==> src/rtl/event_playback_pkg.sv <==
// Shared types and entry layout for the event playback generator.
// Entry layout (LSB first): lct, tmb_dav, alct_dav, l1a, ts.
package event_playback_pkg;

    typedef enum logic [1:0] {
        ST_IDLE = 2'd0,
        ST_RUN  = 2'd1,
        ST_DONE = 2'd2
    } state_t;

    function automatic int ent_w(input int ncfeb, input int ts_w);
        return ts_w + ncfeb + 3;
    endfunction

    function automatic int off_tmb(input int ncfeb);
        return ncfeb;
    endfunction

    function automatic int off_alct(input int ncfeb);
        return ncfeb + 1;
    endfunction

    function automatic int off_l1a(input int ncfeb);
        return ncfeb + 2;
    endfunction

    function automatic int off_ts(input int ncfeb);
        return ncfeb + 3;
    endfunction

endpackage

==> src/rtl/event_table.sv <==
// Append-only event table with asynchronous read and entry counter.
// Writes and clears are honoured only in IDLE; misuse sets a sticky flag.
module event_table #(
    parameter int DEPTH = 16,
    parameter int EW    = 26,
    parameter int AW    = $clog2(DEPTH)
) (
    input  logic          clk,
    input  logic          rst_n,
    input  logic          i_idle,
    input  logic          i_clr,
    input  logic          i_wr,
    input  logic [EW-1:0] i_wdata,
    input  logic [AW-1:0] i_rd_ptr,
    output logic [EW-1:0] o_rdata,
    output logic [AW:0]   o_n_events,
    output logic          o_load_ovf
);

    localparam logic [AW:0] FULL = (AW+1)'(DEPTH);

    logic [EW-1:0] r_mem [DEPTH];
    logic [AW:0]   r_n;
    logic          r_ovf;
    logic          w_full;
    logic          w_push;
    logic          w_bad;

    assign w_full = (r_n == FULL);
    assign w_push = i_idle && !i_clr && i_wr && !w_full;
    // tbl_clr wins over a same-cycle write, so that write is not an error
    assign w_bad  = i_idle ? (i_wr && !i_clr && w_full)
                           : (i_wr || i_clr);

    always_ff @(posedge clk or negedge rst_n) begin
        if (!rst_n) begin
            r_n   <= '0;
            r_ovf <= 1'b0;
        end else begin
            if (i_idle && i_clr)
                r_n <= '0;
            else if (w_push)
                r_n <= r_n + (AW+1)'(1);
            if (w_bad)
                r_ovf <= 1'b1;
        end
    end

    always_ff @(posedge clk) begin
        if (w_push)
            r_mem[r_n[AW-1:0]] <= i_wdata;
    end

    assign o_rdata    = r_mem[i_rd_ptr];
    assign o_n_events = r_n;
    assign o_load_ovf = r_ovf;

endmodule

==> src/rtl/event_playback_gen.sv <==
// Timestamped event playback: FSM, time base and registered strobes.
// Define PLAYBACK_CNT_EN to add the l1a_cnt / lct_evt_cnt counters.
module event_playback_gen
    import event_playback_pkg::*;
#(
    parameter int NCFEB  = 7,
    parameter int DEPTH  = 16,
    parameter int TS_W   = 16,
    parameter int LOOP_W = 16
) (
    input  logic                     clk,
    input  logic                     rst_n,
    input  logic                     en,
    input  logic                     start,
    input  logic                     stop,
    input  logic                     loop_mode,
    input  logic                     tbl_clr,
    input  logic                     wr_en,
    input  logic [TS_W-1:0]          wr_ts,
    input  logic                     wr_l1a,
    input  logic                     wr_alct_dav,
    input  logic                     wr_tmb_dav,
    input  logic [NCFEB-1:0]         wr_lct,
    output logic                     l1a,
    output logic                     alct_dav,
    output logic                     tmb_dav,
    output logic [NCFEB-1:0]         lct,
    output logic                     busy,
    output logic                     done,
    output logic                     seq_err,
    output logic                     load_ovf,
    output logic [$clog2(DEPTH):0]   n_events,
    output logic [LOOP_W-1:0]        loop_cnt
`ifdef PLAYBACK_CNT_EN
    ,
    output logic [31:0]              l1a_cnt,
    output logic [31:0]              lct_evt_cnt
`endif
);

    localparam int AW = $clog2(DEPTH);
    localparam int EW = ent_w(NCFEB, TS_W);
    localparam int OT = off_ts(NCFEB);

    state_t            r_state;
    state_t            w_next;
    logic [TS_W-1:0]   r_ts_cnt;
    logic [TS_W-1:0]   r_prev_ts;
    logic              r_prev_emit;
    logic [AW-1:0]     r_rd_ptr;
    logic [LOOP_W-1:0] r_loop_cnt;
    logic              r_seq_err;
    logic              r_l1a;
    logic              r_alct;
    logic              r_tmb;
    logic [NCFEB-1:0]  r_lct;

    logic [EW-1:0]     w_entry;
    logic [EW-1:0]     w_wdata;
    logic [TS_W-1:0]   w_ts;
    logic              w_run;
    logic              w_start_ok;
    logic              w_act;
    logic              w_match;
    logic              w_skip;
    logic              w_consume;
    logic              w_last;

    assign w_wdata = {wr_ts, wr_l1a, wr_alct_dav,
                      wr_tmb_dav, wr_lct};

    event_table #(
        .DEPTH (DEPTH),
        .EW    (EW),
        .AW    (AW)
    ) u_table (
        .clk        (clk),
        .rst_n      (rst_n),
        .i_idle     (r_state == ST_IDLE),
        .i_clr      (tbl_clr),
        .i_wr       (wr_en),
        .i_wdata    (w_wdata),
        .i_rd_ptr   (r_rd_ptr),
        .o_rdata    (w_entry),
        .o_n_events (n_events),
        .o_load_ovf (load_ovf)
    );

    assign w_ts       = w_entry[OT +: TS_W];
    assign w_run      = (r_state == ST_RUN);
    assign w_start_ok = start && !stop && (n_events != '0);
    assign w_act      = w_run && en && !stop && !w_start_ok;
    // an entry sharing the timestamp of the one just emitted follows it
    assign w_match    = (w_ts == r_ts_cnt) ||
                        (r_prev_emit && (w_ts == r_prev_ts));
    assign w_skip     = !w_match && (w_ts < r_ts_cnt);
    assign w_consume  = w_act && (w_match || w_skip);
    assign w_last     = ({1'b0, r_rd_ptr} ==
                         (n_events - (AW+1)'(1)));

    always_ff @(posedge clk or negedge rst_n) begin
        if (!rst_n)
            r_state <= ST_IDLE;
        else
            r_state <= w_next;
    end

    always_comb begin
        w_next = r_state;
        if (stop)
            w_next = ST_IDLE;
        else if (w_start_ok)
            w_next = ST_RUN;
        else if (w_consume && w_last && !loop_mode)
            w_next = ST_DONE;
    end

    always_comb begin
        busy = (r_state == ST_RUN);
        done = (r_state == ST_DONE);
    end

    always_ff @(posedge clk or negedge rst_n) begin
        if (!rst_n) begin
            r_ts_cnt    <= '0;
            r_prev_ts   <= '0;
            r_prev_emit <= 1'b0;
            r_rd_ptr    <= '0;
            r_loop_cnt  <= '0;
            r_seq_err   <= 1'b0;
            r_l1a       <= 1'b0;
            r_alct      <= 1'b0;
            r_tmb       <= 1'b0;
            r_lct       <= '0;
        end else begin
            r_l1a  <= 1'b0;
            r_alct <= 1'b0;
            r_tmb  <= 1'b0;
            r_lct  <= '0;
            if (stop) begin
                r_ts_cnt    <= '0;
                r_rd_ptr    <= '0;
                r_prev_emit <= 1'b0;
            end else if (w_start_ok) begin
                r_ts_cnt    <= '0;
                r_rd_ptr    <= '0;
                r_prev_emit <= 1'b0;
                r_loop_cnt  <= '0;
                r_seq_err   <= 1'b0;
            end else if (w_act) begin
                if (w_match) begin
                    r_l1a  <= w_entry[off_l1a(NCFEB)];
                    r_alct <= w_entry[off_alct(NCFEB)];
                    r_tmb  <= w_entry[off_tmb(NCFEB)];
                    r_lct  <= w_entry[NCFEB-1:0];
                end
                r_prev_emit <= w_match;
                r_prev_ts   <= w_ts;
                if (w_skip)
                    r_seq_err <= 1'b1;
                if (w_consume && w_last && loop_mode) begin
                    r_ts_cnt    <= '0;
                    r_rd_ptr    <= '0;
                    r_prev_emit <= 1'b0;
                    if (r_loop_cnt != '1)
                        r_loop_cnt <= r_loop_cnt + 1'b1;
                end else begin
                    r_ts_cnt <= r_ts_cnt + 1'b1;
                    if (w_consume)
                        r_rd_ptr <= r_rd_ptr + 1'b1;
                end
            end
        end
    end

    assign l1a      = r_l1a;
    assign alct_dav = r_alct;
    assign tmb_dav  = r_tmb;
    assign lct      = r_lct;
    assign seq_err  = r_seq_err;
    assign loop_cnt = r_loop_cnt;

`ifdef PLAYBACK_CNT_EN
    logic [31:0] r_l1a_cnt;
    logic [31:0] r_lct_cnt;
    logic        w_emit;

    assign w_emit = w_act && w_match;

    always_ff @(posedge clk or negedge rst_n) begin
        if (!rst_n) begin
            r_l1a_cnt <= '0;
            r_lct_cnt <= '0;
        end else if (w_start_ok) begin
            r_l1a_cnt <= '0;
            r_lct_cnt <= '0;
        end else if (w_emit) begin
            if (w_entry[off_l1a(NCFEB)] && (r_l1a_cnt != '1))
                r_l1a_cnt <= r_l1a_cnt + 1'b1;
            if ((|w_entry[NCFEB-1:0]) && (r_lct_cnt != '1))
                r_lct_cnt <= r_lct_cnt + 1'b1;
        end
    end

    assign l1a_cnt     = r_l1a_cnt;
    assign lct_evt_cnt = r_lct_cnt;
`endif

endmodule

==> config.mk <==
export PLATFORM = sky130hd
export DESIGN_NAME = event_playback_gen
export DESIGN_NICKNAME = d
export VERILOG_FILES = /design/src/rtl/event_playback_pkg.sv /design/src/rtl/event_table.sv /design/src/rtl/event_playback_gen.sv
export SDC_FILE = /design/constraint.sdc
export NUM_CORES = 1
export LEC_CHECK = 0
export ABC_AREA = 1
export CORE_ASPECT_RATIO = 1.25
export CORE_MARGIN = 10
export CORE_UTILIZATION = 55
export CTS_CLUSTER_DIAMETER = 100
export DETAILED_ROUTE_END_ITERATION = 12
export GPL_ROUTABILITY_DRIVEN = 0
export PLACE_DENSITY = 0.73
export SYNTH_ARGS = -nofsm -noshare
export SYNTH_HDL_FRONTEND = slang
export SYNTH_SLANG_ARGS = --single-unit
==> constraint.sdc <==
create_clock -name clk -period 4.5 [get_ports clk]
set_input_delay 0.45 -clock clk [delete_from_list [all_inputs] [get_ports clk]]
set_output_delay 0.45 -clock clk [all_outputs]
set_load 0.005 [all_outputs]
# Word-level counts from Yosys, hierarchy flattened
# Memories as Yosys holds them, arrays and structs flattened.
# Index checks and enable logic that the tools add are counted.
# classes
add_sub_neg	5
mul	0
n_div	0
magnitude_cmp	1
eq_ne	7
shifts	0
muxes	44
bitwise_logic	2
n_reduce_logical	40
# op_table
cell	count
$mux 16	8
$add 16x1->16 const B	2
$eq 16x16->1	2
$mux 7	4
$mux 1	22
$mux 4	5
$logic_and 1x1->1	17
$lt 16x16->1	1
$ne 16x16->1 const B	1
$mux 5	2
$reduce_bool 2->1	5
$logic_not 1->1	6
$mux 2	3
$reduce_and 3->1	2
$reduce_bool 3->1	2
$add 5x1->5 const B	1
$eq 4x5->1	1
$eq 5x5->1 const B	1
$reduce_bool 5->1	1
$sub 5x1->5 const B	1
$add 4x1->4 const B	1
$reduce_and 4->1	1
$reduce_bool 4->1	1
$logic_or 1x1->1	3
5 further kinds	6
# totals
regBits	72
latchBits	0
mem_bits_rw	416
mem_bits_ro	0
input_bits	34
out_inout_bits	35
wordCells	113
n_memories	1
# mem_list
memory	words	width	read_ports	rd_clocked_by_memory_dff	write_ports	line_no	rtl
u_table.r_mem	16	26	1	0	1	event_table.sv:22	logic [EW-1:0] r_mem [DEPTH];

# Longest topological paths before layout
# Gate-level depths: netlist of run 1.
# An unclocked memory read counts as a cell.
# depth
depth_word	14
depth_mapped	25
depth_no_buf	21

# Modules after synthesis
# A second synthesis of run 1 with hierarchy kept.
# hier_totals
cells_unflattened	2303
area_unflattened_um2	22330.2
# by_module_without_submodules
mod	instances	cells_per_inst	area_per_inst_um2
event_table	1	1750	18237.5
event_playback_gen	1	553	4092.7

# Worst setup path before layout of run 1
# OpenSTA, ideal clock, no wires.
# synth_path
path_kind	reg2reg
start	register u_table.r_n[0], in the netlist u_table.o_n_events[0]
end	memory u_table.r_mem[8][0], enable pin
setup_ps	442
arrival_time_ps	3124
required_ps	4058
path_slack_ps	934
path_stages_with_launch	11
cell_sequence	dfrtp_1 > inv_1 > ha_1 > inv_1 > nor2_1 > inv_1 > nor2_1 > inv_1 > nand2_1 > clkbuf_1 > nor3_1
# synth_between
elab_chain_len	5
# synth_lines
item	line_no	rtl
from (decl)	event_table.sv:23	logic [AW:0] r_n;
from (signal assigned)	event_table.sv:43	r_n <= r_n + (AW+1)'(1);
$eq 5x5->1	event_table.sv:29	assign w_full = (r_n == FULL);
$logic_not 1->1	event_table.sv:30	assign w_push = i_idle && !i_clr && i_wr && !w_full;
$logic_and 1x1->1	event_table.sv:30	
$mux 1	event_table.sv:50	if (w_push)
$mux 1 (implied by the code)	event_table.sv:51	r_mem[r_n[AW-1:0]] <= i_wdata;
to (decl)	event_table.sv:22	
# Parallel ways exist; a longest one is shown, timed or not.

# Worst setup path after layout of run 1
# layout_path
start	register r_rd_ptr[0]
end	register r_loop_cnt[0], in the netlist loop_cnt[0]
# layout_between
elab_chain_len	12
word_cells_on_any_way	15
cone_classes	order compare (1); eq/ne (3); reduce/logical (10); memory (1)
# layout_lines
item	line_no	rtl
from (decl)	event_playback_gen.sv:50	logic [AW-1:0] r_rd_ptr;
from (signal assigned)	event_playback_gen.sv:170	r_rd_ptr <= r_rd_ptr + 1'b1;
$mem_v2 16x26 (*)	--	
via u_table.o_rdata[14]	event_table.sv:15	output logic [EW-1:0] o_rdata,
branches (longest 5 deep; another with $lt 16x16->1)	--	
$logic_or 1x1->1 (*)	event_playback_gen.sv:97	assign w_consume = w_act && (w_match || w_skip);
$logic_and 1x1->1 (*)	event_playback_gen.sv:97	
$logic_and 1x1->1 (*) (2 in a row)	event_playback_gen.sv:161	if (w_consume && w_last && loop_mode) begin
$reduce_bool 2->1 (no source line) (*)	--	
$reduce_and 4->1 (no source line) (*)	--	
to (signal assigned)	event_playback_gen.sv:166	r_loop_cnt <= r_loop_cnt + 1'b1;
to (decl)	event_playback_gen.sv:51	logic [LOOP_W-1:0] r_loop_cnt;
# Mark *: on every way through the listed nets, which the timed path passes.
# A chain may end at the register's enable or synchronous reset.

==> metrics.cfg, run 1 <==
[placed_design]
dp_cells=2437
port_buffers=68
dpl_cell_area_mm2=0.0223
dpl.hpwl_um=30000
pre_cts_slack_ns=0.554

[final_layout]
drive_above_1_share_pct=7.87
n_fill_cell=2910
syn2layout_area_growth_pct=13.5
multi_input_area_mm2=0.00592
fin_nets=2052
final_cell_mix=502 x nand2_1, 416 x edfxtp_1, 215 x nor2_1, 149 x nand3_1, 125 x inv_1
stdcell_area_mm2=0.0239
regArea_mm2=0.0143
final_common_cell=nand2_1
stdcell_count=2526
n_antenna_cell=0

[power_and_ir_drop]
finalPower_uw=9910
p_leak_uw=0.00902
max-vdd-ir-drop_mv=0.320
power_density_mw_per_mm2=414

[global_routing]
grt_antenna_before_repair=0
grt_max_degree=135
gr-usage-all-layers_pct=21.8
grt_pass1_vias=14400
gr-total-overflow=0
grt_pass1_wl_um=80400

[sta]
finalHoldViolCount=0
final_max_slew_viol_count=0
finalClockSkew_ns=0.0143
fin_ws_ns=0.423
rsz0062_at_grt=no
tightest_slew_ns=1.16
setup_violations=0
layout_worst_path_cycle_share_pct=90.6
clock.fmax_mhz=245
slew_headroom_pct=22.3
fin_setup_tns_ns=0
min_period_ns=4.08

[cts]
insertion_delay_ns=0.57
clk_pin_slew_worst_paths_ns=0.07
cts.repair.resized=0
htreeDepth=2
cts_root_buffer=clkbuf_16
cts.sinks=488
cts_setup_buffers=0
cts_tree=yes
cts_buffers=47
postCtsHoldBufs=1
clockBufferDepth=3

[detailed_routing]
vias_per_cell=5.77
drc=0
drtPass1Iterations=5
drt_iter0_drc=1344
wl_per_cell_um=20.6
drtAntennaViolNets=0
vias=14600
wl_um=52100

[floorplanning]
row_count=80
fp.dieW_um=195
initial_utilization_pct=55.4
dieArea_mm2=0.0466
die_h_um=239
num_io_pins=69
core_area_mm2=0.0380

[logic_synthesis]
synth_area_mm2=0.0211
ys_seq_elements=488
postSynthCellCount=1932
ys_warn_count=0
syn_area_per_cell_um2=10.9
ys_seq_area_share_pct=67.8
yosys.cell_types.count=42
syn_nets=1989

[worst_setup_path]
crit_fanout=74
crit_path_end_kind=flip-flop
critPathLaunchType=flip-flop
r2r-start=r_rd_ptr[0]$_DFFE_PN0P_
cp.required_ns=4.95
critPathKind=reg -> reg
setup.worst_path.start=r_rd_ptr[0]$_DFFE_PN0P_
cp.arrival_ns=4.52

[outcome]
status=finished clean

[min_path]
hold_path.class=in -> async

[flow_run]
cap_viol_max_count=0

through the flow:
step	hold slack (ns)	util, %
final	0.454	62.9
after detailed placement	0.461	58.7
after global placement	0.453	58.7
after global routing	0.507	62.9
after floorplan	0.154	-
after CTS	0.475	62.9
kinds of logic after synthesis:
family	Yosys count	synth area share [%]
fa+ha+maj	23	1.36
xor+xnor	23	0.955
flops	488	67.8
compound gates	245	6.97
simple gates	931	18.2
buf+inv	222	4.71
critical path, stage by stage (launching register included):
cell and delay [ns]:
dfrtp_4 0.45, buf_4 0.31, buf_4 0.68, nand2_1 0.12, nand3_1 0.15, nand2_1 0.07, a21oi_1 0.14, nand2_1 0.10
nand2_2 0.13, ha_1 0.24, nand2_1 0.06, inv_1 0.05, nand3_1 0.09, o221ai_1 0.14, nand2_1 0.08, nand4_1 0.11
nand3_2 0.13, nand4_4 0.22, nand2_4 0.26, nand2_4 0.16, nand2_1 0.12, nand2_1 0.06
final cells by class:
cell class	count	area share [%]
Inverter	129	2.06
Clock buffer	68	5.58
Tap cell	492	2.57
Sequential cell	488	59.8
Multi-Input combinational cell	1222	24.7
Timing Repair Buffer	107	4.28
Clock inverter	20	1.03
per-layer routing:
layer | wire (um) | global-route usage [%]
met5 | 0 | 0
met4 | 1800 | 8.97
met3 | 3860 | 3.27
met2 | 26100 | 37.6
met1 | 20300 | 26.9
registers in the layout, indices dropped and copies added, names as in the netlist, 2 cells and up:
register and cells:
u_table.o_n_events 5, r_rd_ptr 4, lct 7, r_prev_ts 16, loop_cnt 16, u_table.r_mem 416
r_state 2, r_ts_cnt 16
cells in the mapped netlist (all sizes together):
| cell type | count | area, um2 |
|---|---|---|
| a21boi | 1 | 7.51 |
| a21oi | 65 | 325 |
| a221oi | 3 | 26.3 |
| a31oi | 3 | 18.8 |
| a32o | 12 | 120 |
| buf | 59 | 374 |
| clkbuf | 34 | 128 |
| dfrtp | 72 | 1800 |
| edfxtp | 416 | 12500 |
| ha | 23 | 288 |
| inv | 129 | 492 |
| nand2 | 511 | 1960 |
| nand3 | 150 | 756 |
| nand3b | 10 | 75.1 |
| nand4 | 7 | 58.8 |
| nor2 | 230 | 871 |
| nor3 | 14 | 70.1 |
| nor3b | 1 | 7.51 |
| nor4 | 4 | 25.0 |
| o211ai | 10 | 75.1 |
| o21a | 1 | 7.51 |
| o21ai | 109 | 546 |
| o221a | 12 | 135 |
| o221ai | 1 | 8.76 |
| o22ai | 14 | 87.6 |
| o31ai | 9 | 67.6 |
| o32ai | 5 | 43.8 |
| or2 | 4 | 25.0 |
| xnor2 | 5 | 43.8 |
| xor2 | 18 | 158 |
worst paths after layout:
kind                                                           to  slack, ns  cells past startpoint
worst max-delay path                      loop_cnt[0]$_DFFE_PN0P_       0.42                     21
worst min-delay path                     r_ts_cnt[10]$_DFFE_PN0P_       0.45                      2
worst max register to register            loop_cnt[0]$_DFFE_PN0P_       0.42                     21
worst min register to register     u_table.o_load_ovf$_DFFE_PN0P_       0.48                      2
max in group asynchronous       u_table.o_n_events[2]$_DFFE_PN0P_       3.16                      3
min in group clk                   u_table.o_load_ovf$_DFFE_PN0P_       0.48                      2
power by group:
| group | internal (uW) | total, uW | switching (uW) |
|---|---|---|---|
| combinational | 267 | 764 | 497 |
| clock | 2360 | 4020 | 1660 |
| sequential | 5050 | 5130 | 81.7 |
No activity file was read; power rests on OpenSTA's default activity.
==> inputs of run 2 (changes only) <==
Settings changed: CORE_UTILIZATION 55 to 60, PLACE_DENSITY 0.73 to 0.78.
==> run 2 against run 1 <==
Against the previous run: worst hold slack lost 0.077 ns; critical path depth is 3 lower; setup slack improved by 0.091 ns; final cell count decreased by 1.1%; flip-flop and latch count unchanged; fmax rose by 2.3%; largest power group unchanged; highest routed layer is now met5.
==> metrics.cfg, run 2 (synthesis results as in run 1) <==
[sta]
fin_ws_ns=0.515
clock.fmax_mhz=251
fin_setup_tns_ns=0
tightest_slew_ns=1.10
finalHoldViolCount=0
layout_worst_path_cycle_share_pct=88.6
min_period_ns=3.99
rsz0062_at_grt=no
final_max_slew_viol_count=0
fin_hold_ws_ns=0.376
finalClockSkew_ns=0.0237
setup_violations=0
slew_headroom_pct=26.3

[cts]
cts_buffers=46
cts_tree=yes
postCtsHoldBufs=1
cts.repair.resized=0
htreeDepth=2
insertion_delay_ns=0.57
clk_pin_slew_worst_paths_ns=0.06
cts_root_buffer=clkbuf_16
cts.sinks=488
cts_setup_buffers=0
clockBufferDepth=3

[final_layout]
final_cell_mix=502 x nand2_1, 416 x edfxtp_1, 215 x nor2_1, 149 x nand3_1, 125 x inv_1
final_common_cell=nand2_1
n_antenna_cell=0
syn2layout_area_growth_pct=13.0
drive_above_1_share_pct=7.73
fin_nets=2050
largest_register_ffs=416
n_fill_cell=2426

[detailed_routing]
drc=0
top_layer_used=met5
wl_met3_um=4250
dr_wl_met2_um=26200
drt_iter0_drc=1667
drtPass1Iterations=5
wl_um=51400
vias=14700
wl_met1_um=19500
wl_per_cell_um=20.6
vias_per_cell=5.89
drtAntennaViolNets=0

[power_and_ir_drop]
power_density_mw_per_mm2=411
pwr-share-comb_pct=7.7
p_int_uw=7550
p_seq_share_pct=52.5
p_clk_share_pct=39.8
p_sw_share_pct=22.9
max-vdd-ir-drop_mv=0.362
p_leak_uw=0.00899
p_switching_uw=2230

[global_routing]
grt_pass1_wl_um=78800
grt_max_degree=117
grt_antenna_before_repair=1
gr-total-overflow=0
gr-usage-all-layers_pct=23.1
grt_pass1_vias=14400

[outcome]
status=finished clean

[placed_design]
dpl.hpwl_um=29700
port_buffers=68
pre_cts_slack_ns=0.555

[floorplanning]
die_h_um=230
initial_utilization_pct=60.9
dieArea_mm2=0.0431
row_count=76
num_io_pins=69
core_area_mm2=0.0346
fp.dieW_um=188

[worst_setup_path]
rr_worst_depth=18
critPathKind=reg -> reg
cp.arrival_ns=4.40
cp.required_ns=4.91
crit_fanout=57
critPathLaunchType=flip-flop
crit_path_end_kind=flip-flop

[min_path]
hold_path.class=in -> async

[flow_run]
cap_viol_max_count=0

## run 2: per-stage QoR
stage | power (uW) | area, um2 | utilization, % | cells
floorplan | 5670 | 21100 | - | 1932
global placement | 5940 | 22300 | 64.4 | 2412
detailed placement | 5970 | 22300 | 64.4 | 2412
CTS | 9820 | 23800 | 68.8 | 2499
global route | 10100 | 23800 | 68.8 | 2499
finish | 9780 | 23800 | 68.8 | 2499
## run 2: power groups by stage
stage | Combinational (uW) | Sequential (uW) | Clock (uW)
final | 750 | 5140 | 3900
after global routing | 849 | 5140 | 4110
after CTS | 750 | 5130 | 3940
after detailed placement | 743 | 5220 | 0
after global placement | 717 | 5220 | 0
after floorplan | 467 | 5200 | 0
## run 2: routing by layer
layer / up-vias / track usage, %
li1: 6757 / -
met1: 7122 / 28.6
met2: 730 / 40.1
met3: 115 / 3.60
met4: 2 / 9.01
met5: - / 0
## run 2: worst max-delay path, cell delays in order (launching register included)
cell and delay [ns]:
dfrtp_4 0.62, inv_4 0.52, buf_4 0.38, nand2_1 0.10, nand3_1 0.10, nand2_1 0.06
inv_1 0.09, nand3_1 0.14, nand2_2 0.14, ha_1 0.24, nand2_1 0.11, o21a_1 0.14
o221ai_1 0.09, nand2_1 0.08, nand4_1 0.11, nand3_2 0.13, nand4_4 0.20, inv_1 0.39
o21ai_0 0.16
## run 2: final timing paths
check	from	endpoint	slack, ns
setup / recovery	r_rd_ptr[0]$_DFFE_PN0P_	r_prev_emit$_DFFE_PN0P_	0.51
min in group clk	u_table.o_load_ovf$_DFFE_PN0P_	u_table.o_load_ovf$_DFFE_PN0P_	0.48
hold / removal	rst_n	r_prev_ts[0]$_DFFE_PN0P_	0.38
max in group asynchronous	rst_n	tmb_dav$_DFF_PN0_	3.12
setup reg to reg	r_rd_ptr[0]$_DFFE_PN0P_	r_prev_emit$_DFFE_PN0P_	0.51
hold reg to reg	u_table.o_load_ovf$_DFFE_PN0P_	u_table.o_load_ovf$_DFFE_PN0P_	0.48
## run 2: layout make-up
| type | count | area, um2 | area share [%] |
|---|---|---|---|
| inverters | 129 | 492 | 2.06 |
| repair buffers | 106 | 1020 | 4.26 |
| clock inverters | 35 | 345 | 1.45 |
| multi-input cells | 1222 | 5920 | 24.8 |
| flip-flops and latches | 488 | 14300 | 60.0 |
| clock buffers | 51 | 1170 | 4.91 |
| well taps | 468 | 586 | 2.46 |
==> inputs of run 3 (changes only) <==
Settings changed: CORE_ASPECT_RATIO 1.25 to not set.
==> run 3 against run 2 <==
Against the previous run: first-iteration DRC count grew 7.2%; combinational power grew 3%; worst hold slack worse by 0.31 ns; fmax grew 0.36%; non-clock buffer count grew 9; register-to-register slack about the same; critical endpoint is now loop_cnt[11]$_DFFE_PN0P_; clock power down 3%; routed wire length is 3.1% higher; flip-flop and latch count stayed put; clock skew decreased by 0.0084 ns; clock-buffer cell count grew 6; power shrank 0.70%; largest power group unchanged.
==> metrics.cfg, run 3 (synthesis results as in run 1) <==
[outcome]
status=finished clean

[floorplanning]
fp.dieW_um=207
dieArea_mm2=0.0430
core_area_mm2=0.0346
row_count=68
die_h_um=207
initial_utilization_pct=60.9
num_io_pins=69

[detailed_routing]
vias_per_cell=6.04
vias=15100
wl_met1_um=20800
drtPass1Iterations=6
top_layer_used=met5
wl_met3_um=5470
wl_um=53000
dr_wl_met2_um=25100
drc=0
drt_iter0_drc=1787
wl_per_cell_um=21.2
drtAntennaViolNets=0

[sta]
fin_hold_ws_ns=0.0637
setup_violations=0
tightest_slew_ns=1.01
layout_worst_path_cycle_share_pct=88.2
clock.fmax_mhz=252
fin_setup_tns_ns=0
rsz0062_at_grt=no
final_max_slew_viol_count=0
min_period_ns=3.97
finalHoldViolCount=0
finalClockSkew_ns=0.0152
slew_headroom_pct=32.6

[final_layout]
final_common_cell=nand2_1
final_util_pct=68.9
n_fill_cell=2367
drive_above_1_share_pct=7.74
stdcell_area_mm2=0.0239
syn2layout_area_growth_pct=13.1
final_cell_mix=502 x nand2_1, 416 x edfxtp_1, 215 x nor2_1, 149 x nand3_1, 125 x inv_1
n_antenna_cell=0
largest_register_ffs=416
fin_nets=2060

[global_routing]
grt_pass1_wl_um=81600
grt_max_degree=135
gr-total-overflow=0
grt_antenna_before_repair=1
grt_pass1_vias=14300
gr-usage-all-layers_pct=23.9

[worst_setup_path]
crit_top_cell=nand2_1
cp.required_ns=4.95
critical_path.cell_chain=inv_4 -> buf_4 -> nand2_1 -> nand3_1 -> nand2_1 -> nor2_1 -> nand2_1 -> nand2_2 -> ha_1 -> a21oi_1 -> o21ai_0 -> nand2_1 -> nand4_1 -> nand3_2 -> nand4_4 -> nand2_4 -> nand2_4 -> nand2_1 -> nand2_1
r2r_slack_ns=0.53
critPathKind=reg -> reg
critPathLaunchType=flip-flop
crit_fanout=39
crit_path_end_kind=flip-flop
cp_slowest_cell=dfrtp_4
cp_num_buf_inv=2
critPathTopFamily=simple AND/OR/NAND/NOR gates
cpPeakStageDelay_ns=0.65
cp.arrival_ns=4.42

[cts]
cts.repair.resized=0
cts_setup_buffers=0
postCtsHoldBufs=0
cts_root_buffer=clkbuf_16
cts.sinks=488
cts_tree=yes
htreeDepth=2
clk_pin_slew_worst_paths_ns=0.06
cts_buffers=47
insertion_delay_ns=0.57
clockBufferDepth=3

[placed_design]
port_buffers=68
dpl.hpwl_um=31200
dpl_cell_area_mm2=0.0224

[power_and_ir_drop]
p_leak_uw=0.00904
power_density_mw_per_mm2=407
max-vdd-ir-drop_mv=0.306

[min_path]
hold_path.class=in -> async

[flow_run]
cap_viol_max_count=0

==> run 3: area by class of cell <==
type                            instances  area, um2  share of cell area [%]
Multi-Input combinational cell       1222       5920                    24.8
Tap cell                              455        569                    2.39
Timing Repair Buffer                  115       1090                    4.58
Inverter                              129        492                    2.06
Clock buffer                           57       1210                    5.09
Clock inverter                         31        272                    1.14
Sequential cell                       488      14300                    59.9
==> run 3: worst paths after layout <==
check	start	end	cells past startpoint
max in group asynchronous	rst_n	r_rd_ptr[0]$_DFFE_PN0P_	1
worst max register to register	r_rd_ptr[0]$_DFFE_PN0P_	loop_cnt[11]$_DFFE_PN0P_	19
min in group clk	u_table.o_load_ovf$_DFFE_PN0P_	u_table.o_load_ovf$_DFFE_PN0P_	2
worst min register to register	u_table.o_load_ovf$_DFFE_PN0P_	u_table.o_load_ovf$_DFFE_PN0P_	2
worst min-delay path	rst_n	r_ts_cnt[5]$_DFFE_PN0P_	1
worst max-delay path	r_rd_ptr[0]$_DFFE_PN0P_	loop_cnt[11]$_DFFE_PN0P_	19
==> run 3: metrics by stage <==
step / total power [uW] / instances / worst slack [ns]
detailed placement: 5980 / 2409 / 0.661
global placement: 5950 / 2409 / 0.722
finish: 9710 / 2497 / 0.529
global route: 10000 / 2497 / 0.235
CTS: 9720 / 2497 / 0.603
floorplan: 5670 / 1932 / 0.934
==> run 3: metal layers <==
layer | up-vias | GRT usage, %
met4 | 2 | 7.98
li1 | 6785 | -
met1 | 7259 | 32.4
met5 | - | 0
met3 | 129 | 3.93
met2 | 907 | 38.6
==> run 3: where the power goes <==
part	internal, uW	switching, uW
sequential	5050	90.1
clock	2160	1640
combinational	268	502
total	7480	2240
